[src/rtl/uart_rx.sv]
// 8N1 UART receiver with a one-deep holding register, a ready/ack read handshake,
// and sticky framing and overrun flags.
module uart_rx #(
    parameter int unsigned CLKS_PER_BIT = 868,
    parameter int unsigned HALF_BIT     = CLKS_PER_BIT / 2
) (
    input  logic       clk,
    input  logic       reset,
    input  logic       rx_i,
    input  logic       rd_en_i,
    output logic [7:0] data_o,
    output logic       byte_ready_o,
    output logic       rx_done_o,
    output logic       frame_err_o,
    output logic       overrun_o,
    output logic       busy_o
);

    localparam int unsigned CntW = $clog2(CLKS_PER_BIT);
    localparam logic [CntW-1:0] BitLast  = CntW'(CLKS_PER_BIT - 1);
    localparam logic [CntW-1:0] HalfLast = CntW'(HALF_BIT - 1);

    typedef enum logic [2:0] {
        StIdle,
        StStart,
        StData,
        StStop,
        StWaitIdle
    } state_e;

    state_e          state, state_next;
    logic            rx_meta, rx_s;
    logic [CntW-1:0] cnt, cnt_next;
    logic [2:0]      bit_idx, bit_idx_next;
    logic [7:0]      shift, shift_next;
    logic [7:0]      data, data_next;
    logic            ready, ready_next;
    logic            done, done_next;
    logic            ferr, ferr_next;
    logic            ovr, ovr_next;

    always_ff @(posedge clk or posedge reset) begin
        if (reset) begin
            // Synchronizer resets to the idle line level so reset never looks like a start bit.
            rx_meta <= 1'b1;
            rx_s    <= 1'b1;
            state   <= StIdle;
            cnt     <= '0;
            bit_idx <= '0;
            shift   <= '0;
            data    <= '0;
            ready   <= 1'b0;
            done    <= 1'b0;
            ferr    <= 1'b0;
            ovr     <= 1'b0;
        end else begin
            rx_meta <= rx_i;
            rx_s    <= rx_meta;
            state   <= state_next;
            cnt     <= cnt_next;
            bit_idx <= bit_idx_next;
            shift   <= shift_next;
            data    <= data_next;
            ready   <= ready_next;
            done    <= done_next;
            ferr    <= ferr_next;
            ovr     <= ovr_next;
        end
    end

    always_comb begin
        state_next   = state;
        cnt_next     = cnt + 1'b1;
        bit_idx_next = bit_idx;
        shift_next   = shift;
        data_next    = data;
        ready_next   = ready;
        done_next    = 1'b0;
        ferr_next    = ferr;
        ovr_next     = ovr;

        if (rd_en_i) begin
            ready_next = 1'b0;
            ferr_next  = 1'b0;
            ovr_next   = 1'b0;
        end

        unique case (state)
            StIdle: begin
                cnt_next = '0;
                if (!rx_s) begin
                    state_next = StStart;
                end
            end
            StStart: begin
                if (cnt == HalfLast) begin
                    cnt_next     = '0;
                    bit_idx_next = '0;
                    state_next   = rx_s ? StIdle : StData;
                end
            end
            StData: begin
                if (cnt == BitLast) begin
                    cnt_next            = '0;
                    shift_next[bit_idx] = rx_s;
                    bit_idx_next        = bit_idx + 3'd1;
                    if (bit_idx == 3'd7) begin
                        state_next = StStop;
                    end
                end
            end
            StStop: begin
                if (cnt == BitLast) begin
                    cnt_next = '0;
                    if (rx_s) begin
                        state_next = StIdle;
                        done_next  = 1'b1;
                        // A read on the completion edge frees the holding register in time.
                        if (!ready || rd_en_i) begin
                            data_next  = shift;
                            ready_next = 1'b1;
                        end else begin
                            ovr_next = 1'b1;
                        end
                    end else begin
                        ferr_next  = 1'b1;
                        state_next = StWaitIdle;
                    end
                end
            end
            StWaitIdle: begin
                cnt_next = '0;
                if (rx_s) begin
                    state_next = StIdle;
                end
            end
            default: begin
                cnt_next   = '0;
                state_next = StIdle;
            end
        endcase
    end

    assign data_o       = data;
    assign byte_ready_o = ready;
    assign rx_done_o    = done;
    assign frame_err_o  = ferr;
    assign overrun_o    = ovr;
    assign busy_o       = (state != StIdle);

endmodule

[config.mk]
export PLATFORM = sky130hd
export DESIGN_NAME = uart_rx
export DESIGN_NICKNAME = d
export VERILOG_FILES = /design/src/rtl/uart_rx.sv
export SDC_FILE = /design/constraint.sdc
export NUM_CORES = 1
export LEC_CHECK = 0
export ABC_CLOCK_PERIOD_IN_PS = 2400
export BUFFER_PORTS_ARGS = -buffer_cell sky130_fd_sc_hd__clkbuf_2
export CORE_ASPECT_RATIO = 0.6
export CORE_MARGIN = 4
export CORE_UTILIZATION = 58
export DETAILED_ROUTE_END_ITERATION = 10
export HOLD_SLACK_MARGIN = 0.1
export PLACE_DENSITY = 0.85
export SYNTH_ARGS = -nofsm -noshare
export SYNTH_HDL_FRONTEND = slang
export SYNTH_SLANG_ARGS = --single-unit
[constraint.sdc]
create_clock -name clk -period 2.4 [get_ports clk]
set_input_delay 0.72 -clock clk [delete_from_list [all_inputs] [get_ports clk]]
set_output_delay 0.72 -clock clk [all_outputs]
set_load 0.03 [all_outputs]
==> impl.org, run 1 <==
** Clocking
- TritonCTS built the clock tree.
- H-tree lvl count :: 2
- Clock slew at the register clock pins of the worst setup and hold paths :: 0.07 ns
- Quantity of gates resized following cts :: 0
- Clock insertion delay at the later pin of the skew report :: around 0.28 ns
- CTS Buf Count :: 5
- In this run the deepest clock path goes through 2 buffers.
- For this design, the sink count on the clock tree is 38.
- CTS Root Cell :: sky130_fd_sc_hd__clkbuf_8

** Routing
- The first detailed-routing pass ran for 4 iterations.
- Vias per cell :: about 5.7
- After detailed routing, the number of remaining DRC violations is 0.
- Average wire per standard cell :: between 10 and 15 um
- The final route contains 1248 vias.
- Detailed-route wire length :: 3260 um
- The detail route stage leaves a number of antenna-violating nets equal to 0.
- Starting DRT DRC Count :: slightly above 70

** Global routing
- Largest net degree at the start of global routing :: 39
- The number of antenna violations at the first check in global routing was 0.
- The via count of the first global-routing pass was 1170.
- First-pass GRT wire length :: about 5500 um
- In the global route stage, overall resource usage came out at between 15 and 20%.
- The total overflow left after global routing is 0.

** Setup path
- Top Family by Delay on Critical Path :: simple AND/OR/NAND/NOR gates
- In this run the critical register-to-register path is launched from state[2].
- Worst Path Required :: approximately 2.6 ns
- Origin of the worst setup path :: state[2]
- For this run, the slowest stage of the critical path takes between 0.6 and 0.7 ns.
- Endpoint type of the worst setup path :: flip-flop
- Endpoint arrival time on the critical path :: approximately 2.5 ns
- Setup Crit Path Kind :: reg2reg
- Reg-to-reg slack, setup :: just under 0.09 ns
- The number of buffers and inverters on the critical path is 0.
- The critical path goes through or3b_2, or4_4, nor4b_2, mux2_1.
- Critical-path top delay cell :: sky130_fd_sc_hd__or4_4
- Crit start category :: flip-flop
- Of all nets on the critical path, the largest fanout is 6.

** Synth
- Post-synth EDFFs :: 0
- After synthesis the cells add up to 1830 um^2.
- In the post-synthesis netlist, the biggest area contributors are sky130_fd_sc_hd__dfrtp_1, sky130_fd_sc_hd__mux2_1, sky130_fd_sc_hd__mux2_2, sky130_fd_sc_hd__nor4b_2, sky130_fd_sc_hd__nor2_1.
- Synthesis instantiated 43 different standard cells from the library.
- Average cell area after synthesis :: 12.4 um^2
- Fraction of the yosys area taken by sequential cells :: 52.1%
- Cell with the most instances after synthesis :: sky130_fd_sc_hd__dfrtp_1
- Counting every instance in the synthesized netlist gives around 150.
- Synth warnings :: 0
- After synthesis, the share of flip-flops with an asynchronous set or reset is 100%.
- Post-Synthesis Net Count :: ~160
- Most used flip-flop cell after synthesis :: sky130_fd_sc_hd__dfrtp_1
- The share of synthesized area in the top cell type comes to ~49%.
- Leading cell types by count after synthesis :: sky130_fd_sc_hd__dfrtp_1, sky130_fd_sc_hd__nor2_1, sky130_fd_sc_hd__mux2_1, sky130_fd_sc_hd__mux2_2, sky130_fd_sc_hd__nand2_1
- Cell type contributing the most total cell area after synthesis :: sky130_fd_sc_hd__dfrtp_1
- In this run, synthesis produced a sequential element count of 38.

** Placed design
- Routability congestion estimate from global placement :: 0.836
- Port-buffer cells :: 16
- Placed wire-length estimate after detailed placement :: between 2000 and 2500 um

** Floorplan
- Core outline area :: approximately 2900 um^2
- Total Die Area :: 4150 um^2
- During I/O placement, the number of pins put on the boundary was 17.
- Once the floorplan was initialized, standard cells occupied between 60% and 70% of the core.
- Die outline width :: about 81 um
- The initialized floorplan defines 15 standard-cell rows.
- The die is approximately 50 um tall.

** Timing
- Setup repair after global routing missed its margin :: true
- Worst Tran Pin Value :: 0.574 ns
- Setup_tns :: 0 ns
- Headroom to the max-slew limit came out at about 61%.
- Endpoints failing setup :: 0
- The max-slew violation total from the final report is 0.
- The worst path needs 2.31 ns of the cycle, external delays included.
- Timing would allow up to ~430 MHz.
- Worst hold-check slack :: ~0.36 ns
- Total count of hold-check failures in the final report :: 0
- Post-route clock skew :: 0.00560 ns
- Tcrit/Tclk final :: 96.3%

** Hold path
- The min-delay analysis places its worst path in the category reg2reg.
- The startpoint identified for the worst hold timing path is rx_meta.

** Cells and area
- The post-route netlist has 32.2% of its cells at a drive strength greater than 1.
- Diodes inserted :: 0
- Counting the fill cells in the layout gives 225.
- The net count of the finished layout is approximately 180.
- Relative to the synthesized area, the layout overhead comes to 13.2%.

** Flow run
- Max capacitance violation total :: 0

** Power
- Power per Cell Area :: roughly 530 nW/um^2
- The analysis attributes to cell leakage a power of a little under 0.001 uW.
- The worst-case IR drop observed on VDD is approximately 360 uV.

** Status
- Outcome :: finished, final reports clean
report_power, final:
part,switching (uW),internal (uW),leakage (uW)
combinational,13.8,4.10,0.000425
sequential,3.41,643,0.000509
clock,205,231,0.0000482
path summary, 6_finish.rpt:
check                             to  cells after the start
min in group asynchronous  data_o[3]                      3
setup / recovery            shift[4]                      4
setup reg to reg            shift[4]                      4
max in group asynchronous       rx_s                      3
hold reg to reg                 rx_s                      0
hold / removal                  rx_s                      0
cell families after synthesis:
group	share of synthesized area [%]
simple gates	22.8
compound gates	5.19
mux	9.84
fa+ha+maj	2.73
xor+xnor	3.35
buf+inv	4.03
flops	52.1
cell type report:
cell class / count / area (um^2) / share of cell area [%]
sequential: 38 / 953 / 46.0
inverter: 6 / 22.5 / 1.09
multi-input combinational: 101 / 812 / 39.2
clock buffer: 7 / 86.3 / 4.17
clock inverter: 1 / 5.00 / 0.242
tap: 42 / 52.6 / 2.54
timing repair buffer: 24 / 140 / 6.76
what timing repair did:
item	in CTS	in global routing
hold buffers	0	0
setup buffers	0	3
setup endpoints to repair	0	2
hold endpoints to repair	0	0
cell usage in the layout (no fill, tap or decap), types with 2 or more instances in the layout:
master / count
sky130_fd_sc_hd__a22oi_1: 2
sky130_fd_sc_hd__nor2_1: 15
sky130_fd_sc_hd__nand3b_1: 2
sky130_fd_sc_hd__xnor2_1: 2
sky130_fd_sc_hd__mux2_1: 8
sky130_fd_sc_hd__ha_1: 4
sky130_fd_sc_hd__clkbuf_8: 6
sky130_fd_sc_hd__nor4_4: 2
sky130_fd_sc_hd__dfrtp_1: 36
sky130_fd_sc_hd__nand3_1: 6
sky130_fd_sc_hd__nor3b_1: 3
sky130_fd_sc_hd__inv_1: 6
sky130_fd_sc_hd__nor2b_1: 2
sky130_fd_sc_hd__a21oi_1: 2
sky130_fd_sc_hd__clkbuf_2: 16
sky130_fd_sc_hd__buf_4: 8
sky130_fd_sc_hd__o21ai_0: 5
sky130_fd_sc_hd__dfstp_2: 2
sky130_fd_sc_hd__nand2_1: 7
sky130_fd_sc_hd__or3_2: 2
sky130_fd_sc_hd__nor4b_2: 4
sky130_fd_sc_hd__mux2_2: 8
sky130_fd_sc_hd__xor2_1: 5
sky130_fd_sc_hd__nand4_1: 3
per-stage QoR:
stage | power, uW | instances | area [um^2] | setup slack, ns | util [%]
floorplan | 671 | 148 | 1830 | 0.190 | -
global placement | 677 | 207 | 1950 | 0.151 | 66.2
detailed placement | 678 | 207 | 1950 | 0.0372 | 66.2
CTS | 1110 | 215 | 2040 | 0.0216 | 69.3
global route | 1150 | 219 | 2070 | 0.00260 | 70.3
finish | 1100 | 219 | 2070 | 0.0878 | 70.3
sequential cells by signal (all words and copies together) (netlist names), 3 cells and up:
| register | flops |
|---|---|
| cnt | 10 |
| state | 3 |
| data_o | 8 |
| bit_idx | 3 |
| shift | 8 |
per-layer routing:
layer | global-route usage [%] | routed length [um] | vias up
met5 | 0 | 0 | -
met4 | 8.15 | 48 | 0
met3 | 5.02 | 234 | 8
met2 | 26.0 | 1450 | 37
met1 | 25.6 | 1520 | 616
li1 | - | - | 587
No activity file was read; power rests on OpenSTA's default activity.
==> inputs of run 2 (changes only) <==
--- a/config.mk
+++ b/config.mk
@@ -11,6 +11,7 @@
 export CORE_MARGIN = 4
 export CORE_UTILIZATION = 58
 export DETAILED_ROUTE_END_ITERATION = 10
+export GPL_TIMING_DRIVEN = 0
 export HOLD_SLACK_MARGIN = 0.1
 export PLACE_DENSITY = 0.85
 export SYNTH_ARGS = -nofsm -noshare
==> run 2 against run 1 <==
Compared with the run above: hold slack better by 0.00072 ns; register-to-register slack about the same; power grew 1.6%; non-clock buffer count is 4 lower; combinational power grew 17%; clock-buffer cell count is 1 higher; critical path type unchanged.
==> impl.org, run 2 (synthesis results as in run 1) <==
** Clocking
- The clock passes through at most 2 buffers.
- Clock tree from TritonCTS :: done
- Clock net sink count :: 38
- Total setup buffers inserted after CTS :: 0
- Counting the buffers created by CTS gives 5.
- The H-tree was split into 2 levels.
- CTS Root Cell :: sky130_fd_sc_hd__clkbuf_8
- Clock insertion delay at the later pin of the skew report :: just under 0.3 ns
- The number of gates resized after CTS was 0.
- Clock slew at the register clock pins of the worst setup and hold paths :: around 0.070 ns
- # hold bufs at CTS :: 0

** Global routing
- After global routing the overflow that remains totals 0.
- The first global-routing pass estimated between 5000 and 6000 um of wire.
- The via count of the first global-routing pass was 1226.
- Met3 Track Usage GR :: under 10%
- Global routing consumed, on the met2 layer, 30.1% of the routing resources.
- GR peak layer :: met2
- Global routing consumed, over all layers together, approximately a fifth of the routing resources.
- The number of antenna violations at the first check in global routing was 0.
- Met1 Usage GRT :: between 20 and 25%
- Largest net degree at the start of global routing :: 39

** Cells and area
- In the layout the commonest cells are sky130_fd_sc_hd__dfrtp_1, sky130_fd_sc_hd__clkbuf_2, sky130_fd_sc_hd__nor2_1.
- Register containing the most flip-flops in the final layout :: cnt
- Multi-input combinational cell area :: approximately 810 um^2
- Share of post-route cells with drive strength above 1 :: approximately 30%
- Leaving out fill and tap cells, the most frequent cell in the layout is sky130_fd_sc_hd__dfrtp_1.
- Diodes inserted :: 0
- Non-filler instance count after layout :: ~210
- Cells fill a little over two thirds of the core in the end.
- Area taken by flip-flops and latches :: between 900 and 1000 um^2
- Total of fill cells in the finished design :: about 220
- Area growth from synthesis to final layout :: 12.6%
- Max reg flops :: 10
- After the last flow step, the layout net total stands at between 150 and 200.

** Flow run
- The tool flagged a number of max-cap violations equal to 0.

** Placed design
- Routability congestion estimate from global placement :: roughly 0.84
- Placed wire-length estimate after detailed placement :: 2400 um
- After detailed placement, the design holds a cell count of between 200 and 250.
- In this run the tool buffered the top-level ports with 16 buffer cells.

** Timing
- Setup violations remaining at the end of the flow were counted as 0.
- Post-route clock skew :: between 0.004 and 0.005 ns
- Worst Tran Pin Value :: ~0.76 ns
- The max-slew violation total from the final report is 0.
- Worst hold-check slack :: 0.357 ns
- Setup_tns :: 0 ns
- Total count of hold-check failures in the final report :: 0
- Timing would allow up to approximately 430 MHz.
- Setup repair after global routing missed its margin :: false
- Counting I/O delays and the setup requirement, the final critical path takes between 2 and 2.5 ns.
- Max-slew headroom at the worst pin :: approximately half
- Tcrit/Tclk final :: a little over nine tenths

** Hold path
- For hold timing, the worst endpoint is rx_s.
- Along the worst hold path, the cell count comes to 0.
- Startpoint of the tightest hold check path :: rx_meta
- Classification of the worst-slack hold path :: reg2reg

** Routing
- Detailed-route wire length :: 3300 um
- TritonRoute pass-1 iters :: 4
- After the first detailed-routing iteration, the DRC count stood at 43.
- Vias :: 1208
- Average wire per standard cell :: around 15 um
- Residual antenna-violating net count after detailed routing :: 0
- After detailed routing, the number of remaining DRC violations is 0.
- After detailed routing, the number of vias per cell comes to between 5 and 6.

** Setup path
- Endpoint arrival time on the critical path :: 2.50 ns
- Reg-to-reg slack, setup :: ~0.077 ns
- Number of buffer and inverter instances along the worst setup path :: 2
- Top Family by Delay on Critical Path :: simple AND/OR/NAND/NOR gates
- Setup Crit Path Kind :: reg2reg
- Critical-path top delay cell :: sky130_fd_sc_hd__or4_4
- Counting cells, the worst reg-to-reg path comes to 6.
- Worst Path Required :: about 2.6 ns
- Along the worst path, the maximum fanout reaches 10.
- Destination of the worst register-to-register timing path :: shift[7]
- Launch instance of the worst register-to-register path :: cnt[3]
- Walking the worst path, the cells encountered are or3b_4, or4_4, buf_6, buf_12, nor3_4, mux2_1.
- Delay contributed by the slowest stage of the critical path :: approximately 0.54 ns
- STA classifies the critical path startpoint as a flip-flop.
- Endpoint type of the worst setup path :: flip-flop

** Floorplan
- Die outline width :: between 80 and 90 um
- From bottom edge to top edge, the die measures a little over 50 um.
- Number of placement rows :: 15
- After floorplanning, the core was sized to cover roughly 3000 um^2.
- Initial standard-cell utilization of the core :: 62.1%
- Top Ports :: 17
- Total Die Area :: between 4000 and 5000 um^2

** Power
- For this design the static power due to leakage is between 0.0009 and 0.001 uW.
- In this run the power density over the cells is 543 nW/um^2.
- Across the VDD grid, the largest voltage drop is 395 uV.

** Status
- Outcome :: finished, final reports clean
-- run 2: final cells by class --
type | count | area share (%)
Inverter | 6 | 1.09
Timing Repair Buffer | 16 | 3.89
Multi-Input combinational cell | 100 | 39.3
Sequential cell | 38 | 46.3
Tap cell | 42 | 2.55
Clock buffer | 8 | 4.37
Buffer | 4 | 2.49
-- run 2: worst max path at each step --
stage	from	to	slack (ns)	cells past startpoint
floorplan	cnt[3]	shift[6]	0.19	6
global placement	cnt[3]	shift[1]	0.12	6
detailed placement	cnt[3]	data_o[7]	0.03	4
CTS	cnt[3]	data_o[5]	0.02	4
global route	cnt[3]	shift[7]	0.004	6
finish	cnt[3]	shift[7]	0.08	6
-- run 2: worst register-to-register path, cell delays in order, from the launching register on --
cell                      delay, ns
sky130_fd_sc_hd__dfrtp_1       0.43
sky130_fd_sc_hd__or3b_4        0.44
sky130_fd_sc_hd__or4_4         0.54
sky130_fd_sc_hd__buf_6         0.15
sky130_fd_sc_hd__buf_12        0.14
sky130_fd_sc_hd__nor3_4        0.17
sky130_fd_sc_hd__mux2_1        0.33
-- run 2: power by group --
| part | total [uW] | internal [uW] | switching [uW] |
|---|---|---|---|
| Sequential | 645 | 643 | 1.56 |
| Combinational | 20.9 | 4.36 | 16.6 |
| Clock | 453 | 234 | 218 |
-- run 2: per-stage QoR --
| step | instance area, um^2 | setup slack (ns) | total power (uW) |
|---|---|---|---|
| after floorplan | 1830 | 0.190 | 671 |
| after global placement | 1960 | 0.121 | 678 |
| after detailed placement | 1960 | 0.0334 | 679 |
| after CTS | 2050 | 0.0204 | 1120 |
| after global routing | 2060 | 0.00420 | 1150 |
| final | 2060 | 0.0767 | 1120 |
-- run 2: metal layers --
metal,share of wire (%),up-vias
met5,0,-
met4,1.4,0
met3,5.8,5
met2,47,30
met1,46,592
li1,-,581
==> inputs of run 3 (changes only) <==
--- a/config.mk
+++ b/config.mk
@@ -5,6 +5,7 @@
 export SDC_FILE = /design/constraint.sdc
 export NUM_CORES = 1
 export LEC_CHECK = 0
+export ABC_AREA = 1
 export ABC_CLOCK_PERIOD_IN_PS = 2400
 export BUFFER_PORTS_ARGS = -buffer_cell sky130_fd_sc_hd__clkbuf_2
 export CORE_ASPECT_RATIO = 0.6
@@ -14,6 +15,7 @@
 export GPL_TIMING_DRIVEN = 0
 export HOLD_SLACK_MARGIN = 0.1
 export PLACE_DENSITY = 0.85
+export SETUP_SLACK_MARGIN = 0.2
 export SYNTH_ARGS = -nofsm -noshare
 export SYNTH_HDL_FRONTEND = slang
 export SYNTH_SLANG_ARGS = --single-unit
==> run 3 against run 2 <==
Compared with the run above: sequential share of layout area fell by 0.99 points; fmax rose by 22%; area after synthesis rose by 3.4%; critical path depth fell by 3; setup slack improved by 0.43 ns; routed wire length rose by 13%; synthesized cell count rose by 55%; clock skew rose by 0.0041 ns; cell count rose by 38%.
==> impl.org, run 3 <==
** Status
- Outcome :: finished, final reports clean

** Clocking
- Total setup buffers inserted after CTS :: 0
- Clock tree synthesis found a total of 38 sinks.
- # hold bufs at CTS :: 0
- The number of gates resized after CTS was 0.
- CTS Root Cell :: sky130_fd_sc_hd__clkbuf_8
- Number of buffers on the longest clock path :: 2
- Clock latency on the worst-skew pair, taken at its later pin, is 0.29 ns.
- TritonCTS built the clock tree.
- Clock slew at the register clock pins of the worst setup and hold paths :: approximately 0.06 ns
- H-tree lvl count :: 2
- CTS Buf Count :: 5

** Synth
- After synthesis the cells add up to approximately 1900 um^2.
- Synthesis handed over a netlist of 229 instances.
- Synthesis produced a netlist with a net count of 237.
- Post-synth EDFFs :: 0
- Ranking of synthesized cells by area :: sky130_fd_sc_hd__dfrtp_1, sky130_fd_sc_hd__nand2_1, sky130_fd_sc_hd__inv_1, sky130_fd_sc_hd__nor2_1, sky130_fd_sc_hd__nand3_1
- Among all flip-flop cells after synthesis, the most frequent one is sky130_fd_sc_hd__dfrtp_1.
- Cell type contributing the most total cell area after synthesis :: sky130_fd_sc_hd__dfrtp_1
- Fraction of the yosys area taken by sequential cells :: about 50%
- Main combinational cell family by area after synthesis :: simple AND/OR/NAND/NOR gates
- Average cell area after synthesis :: slightly above 8 um^2
- Of the total synthesized cell area, the portion taken by full adders, half adders and majority gates is 2.64%.
- Portion of synthesized cell area occupied by the leading cell type :: a little under half
- Summing the areas of all and, or, nand and nor instances in the mapped netlist gives a little under a third of the synthesized area.
- Summing the areas of all xor and xnor instances in the mapped netlist gives 1.39% of the synthesized area.
- Synthesis instantiated 26 different standard cells from the library.
- Among all cell types in the netlist, the one instantiated most often is sky130_fd_sc_hd__nand2_1.
- Leading cell types by count after synthesis :: sky130_fd_sc_hd__nand2_1, sky130_fd_sc_hd__dfrtp_1, sky130_fd_sc_hd__inv_1
- After synthesis the netlist holds a flip-flop and latch count of 38.
- Summing the areas of all compound-gate instances in the mapped netlist gives under 10% of the synthesized area.
- Synth warnings :: 0
- Multiplexer share of the synthesized area :: 0%
- After synthesis, the share of flip-flops with an asynchronous set or reset is 100%.

** Timing
- Adding up every negative setup slack in the final design gives 0 ns.
- Tcrit/Tclk final :: between 70% and 80%
- Max-slew headroom at the worst pin :: between 40 and 50%
- Setup repair after global routing missed its margin :: false
- Worst Tran Pin Value :: around 0.76 ns
- The max-slew violation total from the final report is 0.
- Endpoints failing setup :: 0
- Based on the critical path, the design can be clocked at up to approximately 530 MHz.
- Final hold analysis gives a worst-case slack of between 0.3 and 0.4 ns.
- The worst path needs 1.90 ns of the cycle, external delays included.
- Post-route clock skew :: just under 0.009 ns
- The final hold violation count was 0.

** Routing
- Detailed routing inserted a total of around 1500 vias.
- Starting DRT DRC Count :: roughly 160
- TritonRoute pass-1 iters :: 5
- The final layout contains routed wiring with a total length of between 3000 and 4000 um.
- Average wire per standard cell :: 12.7 um
- Post-detailed-route DRC marker count :: 0
- Dividing the detail-routed via count by the number of cells gives 5.17.
- Residual antenna-violating net count after detailed routing :: 0

** Setup path
- Number of cell instances on the worst register-to-register path :: 8
- The slowest stage of the critical path is the sky130_fd_sc_hd__dfrtp_1 cell.
- Maximum fanout encountered on the critical timing path :: 5
- On the worst path, the slowest cell contributes a delay of 0.43 ns.
- Reg-to-reg slack, setup :: 0.62 ns
- The critical path goes through nor2_1, nand2_1, clkbuf_2.
- Destination of the worst register-to-register timing path :: bit_idx[1]
- Worst Path Required :: approximately 1.7 ns
- STA classifies the critical path endpoint as a primary output.
- Endpoint arrival time on the critical path :: around 1.2 ns
- Launch instance of the worst register-to-register path :: cnt[0]
- Crit start category :: flip-flop
- The critical path is of the reg2out type.

** Placed design
- Routability-driven placement finished with a final weighted congestion of between 0.8 and 0.9.
- Summed over all nets, the half-perimeter wirelength after detailed placement is ~2800 um.
- Port-buffer cells :: 16

** Cells and area
- The filler cells instantiated in the layout total ~240.
- In the final design database the tool counted 260 nets.
- Relative to the synthesized area, the layout overhead comes to 11.2%.
- Register containing the most flip-flops in the final layout :: cnt
- Max reg flops :: 10
- Once layout is complete, the utilization of the core stands at between 70% and 80%.
- Diodes inserted :: 0
- Share of post-route cells with drive strength above 1 :: approximately 17%
- The top cell types in the final layout, fill and taps aside, are sky130_fd_sc_hd__nand2_1, sky130_fd_sc_hd__dfrtp_1, sky130_fd_sc_hd__inv_1.
- The library cell used most frequently in the layout, excluding fill and tap cells, is sky130_fd_sc_hd__nand2_1.

** Floorplan
- Initial standard-cell utilization of the core :: 63.0%
- Total Die Area :: between 4000 and 5000 um^2
- The floorplan step defined a core boundary enclosing ~3000 um^2.
- Top Ports :: 17
- Measured along the x axis, the die boundary spans ~82 um.
- The die is approximately 52 um tall.
- The floorplan has 15 rows.

** Global routing
- For met2 alone, demand over resource in global routing was about 28%.
- Met3 Track Usage GR :: 5.33%
- met1 is the most crowded layer.
- In the global route stage, overall resource usage came out at approximately a fifth.
- The number of antenna violations at the first check in global routing is 0.
- In the global route stage, met1 resource usage came out at 31.8%.
- The via count of the first global-routing pass came to around 1400.
- Largest net degree at the start of global routing :: 39
- Remaining global-route overflow :: 0
- The first global-routing pass estimated roughly 6500 um of wire.

** Hold path
- Worst min-delay path endpoint :: rx_s
- The startpoint identified for the worst hold timing path is rx_meta.
- Number of cells on the worst hold path :: 0
- The path class of the tightest hold or removal check is reg2reg.

** Power
- Across the VDD grid, the largest voltage drop is between 400 and 500 uV.
- For this design the static power due to leakage is between 0.001 and 0.0015 uW.
- Power comes to 1070 uW.
- Power per Cell Area :: around 510 nW/um^2

** Flow run
- The tool flagged a number of max-cap violations equal to 0.
-- run 3: kinds of logic (layout without fill, tap and decap cells) --
| logic type | Yosys count | in the layout |
|---|---|---|
| buffers and inverters | 39 | 63 |
| adders and majority gates | 4 | 4 |
| DFF | 38 | 38 |
| and+or+nand+nor | 121 | 121 |
| xor gates and xnor gates | 3 | 3 |
| AOI/OAI and AO/OA | 24 | 24 |
-- run 3: layer usage --
metal | vias up | routed length, um
met5 | - | 0
met4 | 0 | 38
met3 | 5 | 242
met2 | 48 | 1530
met1 | 703 | 1930
li1 | 769 | -
-- run 3: stage by stage --
stage               worst slack, ns  std cells  area, um^2
floorplan                     0.822        229        1890
global placement              0.347        287        2030
detailed placement            0.621        287        2030
CTS                           0.500        295        2110
global route                  0.440        295        2110
finish                        0.502        295        2110
-- run 3: worst max-delay path by stage --
stage                         from          to  slack (ns)  cells past startpoint
after floorplan              reset  bit_idx[0]        0.82                      1
after global placement       reset   data_o[0]        0.35                      2
after detailed placement    cnt[0]   data_o[7]        0.62                      7
after CTS                 state[0]      busy_o        0.50                      3
after global routing      state[0]      busy_o        0.44                      3
final                     state[0]      busy_o        0.50                      3
-- run 3: area by class of cell --
class / count / area [um^2] / share of cell area, %
buffer: 1 / 11.3 / 0.535
clock buffer: 8 / 80.1 / 3.80
inverter: 38 / 143 / 6.77
multi-input combinational: 152 / 786 / 37.3
sequential: 38 / 953 / 45.3
tap: 42 / 52.6 / 2.50
timing repair buffer: 16 / 80.1 / 3.80
-- run 3: where the power goes --
part	switching (uW)	internal, uW	leakage, uW
Clock	202	206	0.0000395
Sequential	1.59	643	0.000509
Combinational	15.7	2.53	0.000543
Total	219	852	0.00109
-- run 3: critical path: cells and delay by family (launching register included) --
| kind | cells | cell delay, ns |
|---|---|---|
| buf+inv | 1 | 0.19 |
| simple gates | 2 | 0.28 |
| flops | 1 | 0.43 |
